===== config.mk =====
export PLATFORM = sky130hd
export DESIGN_NAME = xor_share_arbiter
export DESIGN_NICKNAME = d
export VERILOG_FILES = /design/src/rtl/xor_share_arbiter.sv
export SDC_FILE = /design/constraint.sdc
export NUM_CORES = 1
export LEC_CHECK = 0
export ABC_AREA = 1
export CORE_AREA = 4 4 67 116
export DETAILED_ROUTE_END_ITERATION = 10
export DIE_AREA = 0 0 71 120
export PLACE_DENSITY_LB_ADDON = 0.25
export SLEW_MARGIN = 5
export SYNTH_ARGS = -nofsm -noshare
export SYNTH_HDL_FRONTEND = slang
export SYNTH_SLANG_ARGS = --single-unit

===== constraint.sdc =====
create_clock -name clk -period 3.23 [get_ports clk]
set_clock_uncertainty 0.1 [all_clocks]
set_input_delay 0.646 -clock clk [delete_from_list [all_inputs] [get_ports clk]]
set_output_delay 0.646 -clock clk [all_outputs]
set_load 0.02 [all_outputs]

===== src/rtl/xor_share_arbiter.sv =====
`default_nettype none
// =============================================================================
// Module : xor_share_arbiter
// Round-robin shared a^b datapath with one registered, id-tagged output stage.
// Optional macro XOR_ARB_LOCK_EN adds a lock input that pins priority.
// Rev    : 1.0
// =============================================================================
module xor_share_arbiter #(
  parameter int N    = 16,
  parameter int NREQ = 4,
  parameter int IDW  = 2
) (
  input  logic              clk,
  input  logic              rst_n,
  input  logic [NREQ-1:0]   req,
`ifdef XOR_ARB_LOCK_EN
  input  logic [NREQ-1:0]   lock,
`endif
  input  logic [NREQ*N-1:0] a_in,
  input  logic [NREQ*N-1:0] b_in,
  output logic [NREQ-1:0]   gnt,
  output logic              res_valid,
  input  logic              res_ready,
  output logic [N-1:0]      res_data,
  output logic [IDW-1:0]    res_id,
  output logic              busy
);

  typedef enum logic [0:0] {
    ST_EMPTY = 1'b0,
    ST_FULL  = 1'b1
  } state_t;

  localparam logic [IDW:0]   c_nreq = (IDW+1)'(NREQ);
  localparam logic [IDW-1:0] c_last = IDW'(NREQ-1);

  state_t         r_state;
  state_t         w_state_nxt;
  logic [IDW-1:0] r_ptr;
  logic [N-1:0]   r_data;
  logic [IDW-1:0] r_id;
  logic [IDW-1:0] w_start;
  logic [IDW:0]   w_idx;
  logic [IDW-1:0] w_win;
  logic           w_found;
  logic           w_can_issue;
  logic           w_fire;
  logic [N-1:0]   w_res;

`ifdef XOR_ARB_LOCK_EN
  logic r_locked;

  // A locked winner keeps first place in the search until it is granted unlocked.
  always_comb begin
    if (r_locked)
      w_start = r_ptr;
    else if (r_ptr == c_last)
      w_start = '0;
    else
      w_start = r_ptr + 1'b1;
  end
`else
  always_comb begin
    if (r_ptr == c_last)
      w_start = '0;
    else
      w_start = r_ptr + 1'b1;
  end
`endif

  // Rotating first-set search, modulo NREQ (NREQ need not be a power of two).
  always_comb begin
    w_found = 1'b0;
    w_win   = '0;
    w_idx   = '0;
    for (int i = 0; i < NREQ; i++) begin
      w_idx = {1'b0, w_start} + (IDW+1)'(i);
      if (w_idx >= c_nreq)
        w_idx = w_idx - c_nreq;
      if (!w_found && req[w_idx[IDW-1:0]]) begin
        w_found = 1'b1;
        w_win   = w_idx[IDW-1:0];
      end
    end
  end

  // Only the granted lane is selected, so unrequested lanes never reach the result.
  assign w_res = a_in[w_win*N +: N] ^ b_in[w_win*N +: N];

  always_ff @(posedge clk or negedge rst_n) begin
    if (!rst_n)
      r_state <= ST_EMPTY;
    else
      r_state <= w_state_nxt;
  end

  always_comb begin
    w_state_nxt = r_state;
    gnt         = '0;
    w_can_issue = (r_state == ST_EMPTY) || res_ready;
    w_fire      = w_can_issue && w_found && rst_n;
    if (w_fire)
      gnt[w_win] = 1'b1;
    case (r_state)
      ST_EMPTY: if (w_fire) w_state_nxt = ST_FULL;
      ST_FULL:  if (res_ready) w_state_nxt = w_fire ? ST_FULL : ST_EMPTY;
      default:  w_state_nxt = ST_EMPTY;
    endcase
  end

  always_ff @(posedge clk or negedge rst_n) begin
    if (!rst_n) begin
      r_ptr    <= c_last;
      r_data   <= '0;
      r_id     <= '0;
`ifdef XOR_ARB_LOCK_EN
      r_locked <= 1'b0;
`endif
    end else if (w_fire) begin
      r_ptr    <= w_win;
      r_data   <= w_res;
      r_id     <= w_win;
`ifdef XOR_ARB_LOCK_EN
      r_locked <= lock[w_win];
`endif
    end
  end

  assign res_valid = (r_state == ST_FULL);
  assign res_data  = r_data;
  assign res_id    = r_id;
  assign busy      = res_valid | (|req);

endmodule
`default_nettype wire


# Yosys cells after proc, flatten, opt, wreduce, memory -nomap -nowiden
# Index checks and enable logic that the tools add are counted.
# W data, S select, Z words.
# word_totals
romBits	0
output_inout_bits	24
wordCells	66
memories	0
ram_bits	0
register_bits	21
latchBits	0
input_bits	135
# classes
n_lt_le_gt_ge	10
addsub	8
n_shift	2
n_bitwise	3
n_eq_ne	1
n_div	0
reduce_logical	11
muxes	27
mul	0
# ops
cell	count
$shiftx A64 B7 Y16	2
$mux W2	9
$xor A16 B16 Y16	1
$lt A2 B3 Y1 const B	5
$mux W1	11
$ge A3 B3 Y1 const B	3
$bmux W1 S2	4
$sub A2 B1 Y2 const B	4
$add A2 B2 Y3 const B	2
$logic_and A1 B1 Y1	6
$mux W4	1
$reduce_or A4 Y1	1
$add A2 B1 Y3 const B	1
$ge A2 B3 Y1 const B	1
$logic_not A1 Y1	3
$add A2 B1 Y2 const B	1
$demux W1 S2	1
$eq A2 B2 Y1 const B	1
$ge A2 B1 Y1 const B	1
$pmux W1 S2	1
$logic_or A1 B1 Y1	1
$not A1 Y1	1
$or A1 B1 Y1	1

# Depth between registers and ports, before layout
# Gate-level depths: netlist (run 1).
# logic_depth
depth_word	21
mapped_depth	17

# Worst setup path before layout (run 1)
# No wires, ideal clock.
# synth_path
kind	register -> output
startpoint	reg r_ptr[0]
endpoint	out gnt[1]
n_path_buf	1
path_stages_with_launch	12
t_arrival_ps	2285
slack_ps	199
path_cell_list	dfstp_2 -> ha_1 -> inv_2 -> nand2_1 -> nand2_2 -> nand2_1 -> nand2_2 -> nand2_1 -> nand3_2 -> nand3_4 -> buf_4 -> nor3_1
# synth_between
elab_chain_len	21
word_cells_on_any_way	48
# synth_rtl
item	line_no	rtl
start, declared	39	logic [IDW-1:0] r_ptr;
start signal, assigned	113	r_ptr <= c_last;
start signal, assigned	120	r_ptr <= w_win;
$add A2 B1 Y2 or $eq A2 B2 Y1 (tied branches)	67, 64	
$mux W2 (*)	64	if (r_ptr == c_last)
branches (longest 18 deep; another with $add A2 B1 Y3)	--	
$mux W4 (*)	102	if (w_fire)
end, declared	21	output logic [NREQ-1:0] gnt,
# Mark *: on every way between the ends. The select of a mux whose other input is x is not followed.

# Final worst setup path (run 1)
# layout_path
startpoint	in req[3]
endpoint	out gnt[3]
# layout_between
elab_chain_len	17
word_cells_on_any_way	30
# layout_rtl
item	line_no	rtl
start, declared	15	input logic [NREQ-1:0] req,
$bmux W1 S2	80	if (!w_found && req[w_idx[IDW-1:0]]) begin
$mux W1 (not written as such)	80	
$mux W1	80	
$logic_not A1 Y1	80	
$logic_and A1 B1 Y1	80	
$mux W1	80	
$logic_not A1 Y1	80	
$logic_and A1 B1 Y1	80	
$mux W1	80	
$logic_not A1 Y1	80	
$logic_and A1 B1 Y1	80	
$mux W2	80	
$lt A2 B3 Y1 (not written as such) or $ge A2 B1 Y1 (tied branches)	103	gnt[w_win] = 1'b1;
$logic_and A1 B1 Y1 (not written as such)	103	
$mux W1 (not written as such)	103	
$demux W1 S2	103	
$mux W4 (*)	102	
# Mark *: on every way between the ends. The rest lies on a longest branch, timed or not. The select of a mux whose other input is x is not followed.

==> summary.txt, run 1 <==
Flow run
  • Max cap viols: 0

Synth
  • Netlist cell types: 29
  • Mapped Avg Cell Area: around 7.0 um2
  • Syn nets: 488
  • Synth cell count leaders: nand2_1 (91), xnor2_1 (64), nand3_1 (49)
  • YS warnings: 0
  • Async set-reset flop share out of synthesis: 100%
  • Synth area leader: xnor2_1
  • Post-synth EDFFs: 0
  • Most frequent cell after synthesis: nand2_1
  • Synthesis-stage register bit count: 21
  • Sequential fraction of the synthesis area: about a fifth
  • Prevailing post-synth register cell: dfrtp_1
  • Post-Synthesis Cells: between 300 and 400
  • Mapped Area: about 0.0025 mm2
  • Synth top area share: around 23%
  • Ranking of synthesized cells by area: xnor2_1 (23%), dfrtp_1 (19%), nand2_1 (14%)

Routing
  • Vias per cell: ~5.0
  • Antenna viol nets, final: 0
  • Initial drt markers: 148
  • Via count: 3026
  • Drt first pass iters: 4
  • WL final: 9080 um
  • # DRC: 0
  • DR WL/cell: approximately 15 um

GRT
  • First-pass GRT wire length: roughly 14000 um
  • Total track usage: around a fifth
  • Initial antenna violation count: 0
  • Largest net degree at the start of global routing: 35
  • GRT Residual Overflow: 0
  • Vias in the first global route: about 3200

Worst setup path
  • Worst Path Arrival: approximately 2.4 ns
  • R2R setup slack: between 0.6 and 0.7 ns
  • R2r startpoint: r_ptr[1]
  • Worst path most repeated cell: nand2_1
  • Worst Path Class, Setup: input port to output pin
  • CP max FO: 4
  • CP endpoint kind: output pin
  • Cell count of the worst reg-to-reg path: 15
  • Slowest CP cell: clkdlybuf4s50_1
  • CP peak stage delay: around 0.5 ns
  • Data required time of the critical path: between 2 and 2.5 ns
  • FF-to-FF End: res_data[13]
  • Crit-path cells: clkdlybuf4s50_1 -> inv_1 -> nand2_1 -> nand2_1 -> o21ai_1 -> nand2_1 -> nand2_1 -> nand2_1 -> a21oi_4 -> nand2_2 -> nor2_1 -> buf_4
  • CP Launch Type: input port

Floorplanning
  • Num rows: 40
  • DIE HEIGHT: approximately 120 um
  • Initial Utilization: roughly 36%
  • Area of the die: 0.00852 mm2
  • Die Span X: 71 um
  • Core ar.: just under 0.007 mm2
  • # IOs: ~160

Cells and area
  • Post-route cell area: 0.00434 mm2
  • # diodes: 0
  • Layout cells sized above 1: between 10% and 20%
  • Filler Cell Count: 653
  • Net total in the final layout: between 600 and 700
  • Layout Area Growth over Synthesis: 75.8%

Timing
  • Worst Tran Pin Value: ~0.37 ns
  • Post-layout min period: a little over 3 ns
  • Final Cycle Share: a little over nine tenths
  • RSZ-0062 raised after global routing: yes
  • Final Hold Vio Count: 0
  • Final setup viols: 0
  • Count of pins over their slew limit: 0
  • Rel. slew slack: roughly three quarters
  • Fmax: ~320 MHz

Pwr
  • Pwr Density: ~960 mW/mm2
  • Overall Power: 4.15 mW
  • VDD IR max: approximately 670 uV
  • Leak pwr: approximately 1.8 nW

Clocking
  • CTS tree: yes
  • Root Driver: clkbuf_16
  • CTS Hold Bufs: 0
  • Skew-Pair Late Insertion Delay: 0.25 ns
  • Clock-pin slew on the worst setup and hold paths: 0.06 ns
  • H-tree depth: 1
  • CTS Buffer Depth: 2
  • Clock sinks: 21
  • CTS buffer count: 3

Outcome
  • Status: completed

Min path
  • HP Class: flop to flop
  • Hold endpoint: res_id[1]
  • Hold depth: 2
  • Hold_sp: res_id[1]

Place
  • GPL Wtd Cong: just under 0.9
  • Dpl cell area: 0.00423 mm2
  • Port bufs: approximately 160
  • DP Wirelength: ~7600 um
placed cells by master (no fill, tap or decap), types with 3 or more instances in the layout:
cell type        instances
buf_4                   27
clkbuf_16                3
clkdlybuf4s50_1        153
dfrtp_1                 19
inv_1                   23
inv_2                    4
nand2_1                 89
nand2_2                  7
nand3_1                 48
nand3_2                  9
nand4_1                 33
nor2_1                   3
or2_2                   17
xnor2_1                 64
worst max-delay path, delay by kind of cell:
family,cells,cell delay [ns]
AO/OA/AOI/OAI,2,0.34
buffers and inverters,3,0.74
AND/OR/NAND/NOR,7,0.63
kinds of logic after synthesis:
kind of cell             Yosys count  synth area share [%]
AO/OA/AOI/OAI                      7                  2.18
XOR/XNOR                          64                  22.7
adder cells (fa/ha/maj)            1                 0.507
buffers and inverters             44                  7.91
flip-flops                        21                  21.4
AND/OR/NAND/NOR                  215                  45.3
through the flow:
| step | TNS, ns | cells | setup WS, ns | hold WS, ns | util (%) |
|---|---|---|---|---|---|
| 2_1_floorplan | 0 | 352 | 0.199 | 0.250 | - |
| 4_1_cts | 0 | 604 | 0.000345 | 0.409 | 63.4 |
| 3_5_place_dp | -0.777 | 600 | -0.328 | 0.393 | 62.2 |
| 5_1_grt | 0 | 606 | 0.00158 | 0.432 | 63.7 |
| 6_report | 0 | 606 | 0.116 | 0.401 | 63.7 |
| 3_3_place_gp | -0.657 | 600 | -0.238 | 0.385 | 62.2 |
worst max path at each step:
stage                     endpoint     start  cells after the start
after global routing        gnt[2]    req[1]                     13
after detailed placement    gnt[3]    req[3]                     12
after floorplan             gnt[1]  r_ptr[0]                     11
after CTS                   gnt[3]  r_ptr[1]                     14
final                       gnt[3]    req[3]                     12
after global placement      gnt[3]    req[1]                     13
sequential cells by signal (all words and copies together) (netlist names):
register,flops
res_id,2
res_valid,1
r_ptr,2
res_data,16
area by class of cell:
| class | count | area, um2 | area share [%] |
|---|---|---|---|
| clock buffer | 3 | 75.1 | 1.73 |
| clock inverter | 1 | 7.51 | 0.173 |
| inverter | 27 | 101 | 2.34 |
| multi-input combinational | 287 | 1770 | 40.7 |
| sequential | 21 | 528 | 12.2 |
| tap | 84 | 105 | 2.42 |
| timing repair buffer | 183 | 1750 | 40.4 |
per-layer routing:
metal / share of wire, % / up-vias / GRT usage [%]
li1: - / 1498 / -
met1: 32 / 1374 / 18.7
met2: 57 / 134 / 42.3
met3: 7.9 / 20 / 4.95
met4: 3.9 / 0 / 8.71
met5: 0 / - / 0
power by group:
group          internal [mW]  leakage (nW)  switching [mW]
Sequential             0.405         0.234          0.0662
Clock                  0.167        0.0371          0.0964
Combinational           1.36          1.56            2.05
Total                   1.93          1.83            2.22
timing repair:
action	4_1_cts	5_1_grt
pin swaps	0	3
buffers inserted	0	2
resized for setup	7	12
endpoints found under the setup margin	4	4
Power figures use the tool's default switching activity.
==> run 2, diff against run 1 <==
Settings changed: CTS_CLUSTER_DIAMETER from default to 80.
==> results of run 2 <==
No change in the layout: final DEF, timing and power equal those of run 1.
==> run 3, diff against run 2 <==
Settings changed: GPL_TIMING_DRIVEN from default to 0.
==> summary.txt, run 3 (synthesized netlist as in run 1, its figures left out) <==
Outcome
  • Status: completed

Cells and area
  • Layout cells sized above 1: 18.8% (+3.3 points)
  • Post-route cell area: 0.00448 mm2 (+3.3%)
  • Layout Cells excl Fill: 622 (+2.6%)
  • Sequential cell area: 528 um2 (unchanged)
  • Most frequent cells in the layout: clkdlybuf4s50_1 (148), nand2_1 (86), xnor2_1 (64), nand3_1 (49), nand4_1 (33)
  • Most common cell after layout, fill and taps aside: clkdlybuf4s50_1
  • # diodes: 0 (unchanged)
  • Filler Cell Count: 626 (-4.1%)
  • Multi-input gate area: 0.00181 mm2 (+2.3%)
  • Fin util: 65.8% (+2.1 points)
  • Layout Area Growth over Synthesis: 81.5%
  • Net total in the final layout: 675 (+2.4%)
  • Largest register FFs: 16 (unchanged)

Routing
  • # DRC: 0 (unchanged)
  • Vias per cell: 5.04 (+1.0%)
  • WL final: 9730 um (+7.2%)
  • Initial drt markers: 171 (+16%)
  • DR WL/cell: 15.6 um (+4.4%)
  • Via count: 3137 (+3.7%)
  • Antenna viol nets, final: 0 (unchanged)
  • Drt first pass iters: 5 (+1)

GRT
  • Most Crowded Layer GR: met2
  • M2 GR Usage: 41.5% (-0.81 points)
  • Total track usage: 21.1% (+0.18 points)
  • First-pass GRT wire length: 14400 um (+0.48%)
  • GRT Residual Overflow: 0 (unchanged)
  • GRT met3 Usage: 4.11% (-0.84 points)
  • Initial antenna violation count: 0 (unchanged)
  • Met1 usage: 20.2% (+1.5 points)
  • Largest net degree at the start of global routing: 23 (-34%)
  • Vias in the first global route: 3184 (+0.32%)

Timing
  • Worst setup margin: 0.0859 ns (-0.0301 ns)
  • Worst Tran Pin Value: 0.569 ns (+0.199 ns)
  • Final Hold Slack: 0.375 ns (-0.0256 ns)
  • Count of pins over their slew limit: 0 (unchanged)
  • Final Cycle Share: 97.3% (+0.93 points)
  • Post-layout min period: 3.14 ns (+0.0301 ns)
  • Rel. slew slack: 62.1% (-13 points)
  • Setup total negative slack: 0 ns (unchanged)
  • Final setup viols: 0 (unchanged)
  • Final Hold Vio Count: 0 (unchanged)
  • Fmax: 318 MHz (-0.96%)

Worst setup path
  • Data required time of the critical path: 2.48 ns (about the same)
  • Buf/Inv on CP: 3 (unchanged)
  • Critical path's top delay family: simple AND/OR/NAND/NOR gates
  • CP peak stage delay: 0.56 ns (+0.05 ns)
  • CP endpoint kind: output pin
  • Worst Path Arrival: 2.40 ns (+0.03 ns)
  • CP max FO: 7 (+3)
  • Slowest CP cell: dfstp_2
  • Cell count of the worst reg-to-reg path: 18 (+3)
  • R2R setup slack: 0.53 ns (-0.15 ns)
  • R2r startpoint: r_ptr[1]
  • CP Launch Type: flop
  • Worst setup path startpoint: r_ptr[1]
  • Crit-path cells: ha_4 -> inv_4 -> nand2_1 -> nand2_2 -> nand2_1 -> nand2_4 -> buf_4 -> nand2_2 -> nand2_1 -> nand2_4 -> nand3_4 -> nand2_2 -> nor2_1 -> buf_2
  • FF-to-FF End: res_data[15]
  • Worst Path Class, Setup: flop to output pin

Floorplanning
  • DIE HEIGHT: 120 um (unchanged)
  • Area of the die: 0.00852 mm2 (unchanged)
  • Num rows: 40 (unchanged)
  • Core ar.: 0.00681 mm2 (unchanged)
  • # IOs: 159 (unchanged)
  • Initial Utilization: 36.2% (unchanged)
  • Die Span X: 71 um (unchanged)

Clocking
  • CTS tree: yes
  • CTS Hold Bufs: 0 (unchanged)
  • Skew-Pair Late Insertion Delay: 0.25 ns (about the same)
  • Clock sinks: 21 (unchanged)
  • CTS Buffer Depth: 2 (unchanged)
  • Clock-pin slew on the worst setup and hold paths: 0.06 ns (about the same)
  • H-tree depth: 1 (unchanged)
  • CTS buffer count: 3 (unchanged)
  • Root Driver: clkbuf_16

Place
  • Port bufs: 158 (unchanged)
  • Setup WS pre-CTS: -1.39 ns (-1.06 ns)
  • DP Wirelength: 7570 um (-0.57%)
  • GPL Wtd Cong: 0.892 (+2.5%)
  • Inst Count DP: 594 (-1.0%)
  • Dpl cell area: 0.00415 mm2 (-1.8%)

Pwr
  • VDD IR max: 699 uV (+4.5%)
  • Overall Power: 4.66 mW (+12%)
  • Leak pwr: 1.93 nW (+5.4%)
  • Pwr Density: 1040 mW/mm2 (+8.8%)

Min path
  • HP Class: input port to async pin

Flow run
  • Max cap viols: 0 (unchanged)
==> run 3: worst max path at each step <==
stage | endpoint | slack [ns] | cells after the start
3_3_place_gp | gnt[2] | -1.40 | 7
2_1_floorplan | gnt[1] | 0.20 | 11
5_1_grt | gnt[3] | -0.04 | 14
4_1_cts | gnt[3] | 0.001 | 13
6_report | gnt[0] | 0.09 | 14
3_5_place_dp | gnt[2] | -1.39 | 7
==> run 3: report_power, final <==
group | internal (mW) | total, mW | switching [mW]
sequential | 0.406 | 0.478 | 0.0721
combinational | 1.66 | 3.92 | 2.27
clock | 0.168 | 0.259 | 0.0912
==> run 3: area by class of cell <==
cell class	instances	share of cell area, %
multi-input cells	288	40.3
repair buffers	182	39.2
flip-flops and latches	21	11.8
well taps	84	2.35
inverters	27	2.32
plain buffers	16	2.26
clock buffers	4	1.76
==> run 3: routing by layer <==
layer	vias up	wire, um
li1	1535	-
met4	0	423
met2	143	5420
met3	26	690
met5	-	0
met1	1433	3200
==> run 3: repair_timing <==
action | 4_1_cts | 5_1_grt
endpoints found under the setup margin | 5 | 4
setup buffers | 9 | 15
resized for setup | 40 | 12
pin swaps | 3 | 9
gates cloned | 0 | 1
==> run 3: worst register-to-register path, delay by kind of cell, from the launching register on <==
family | cells | cell delay (ns)
flip-flops | 1 | 0.56
adder cells (fa/ha/maj) | 1 | 0.24
buffers and inverters | 5 | 0.59
AND/OR/NAND/NOR | 12 | 1.12
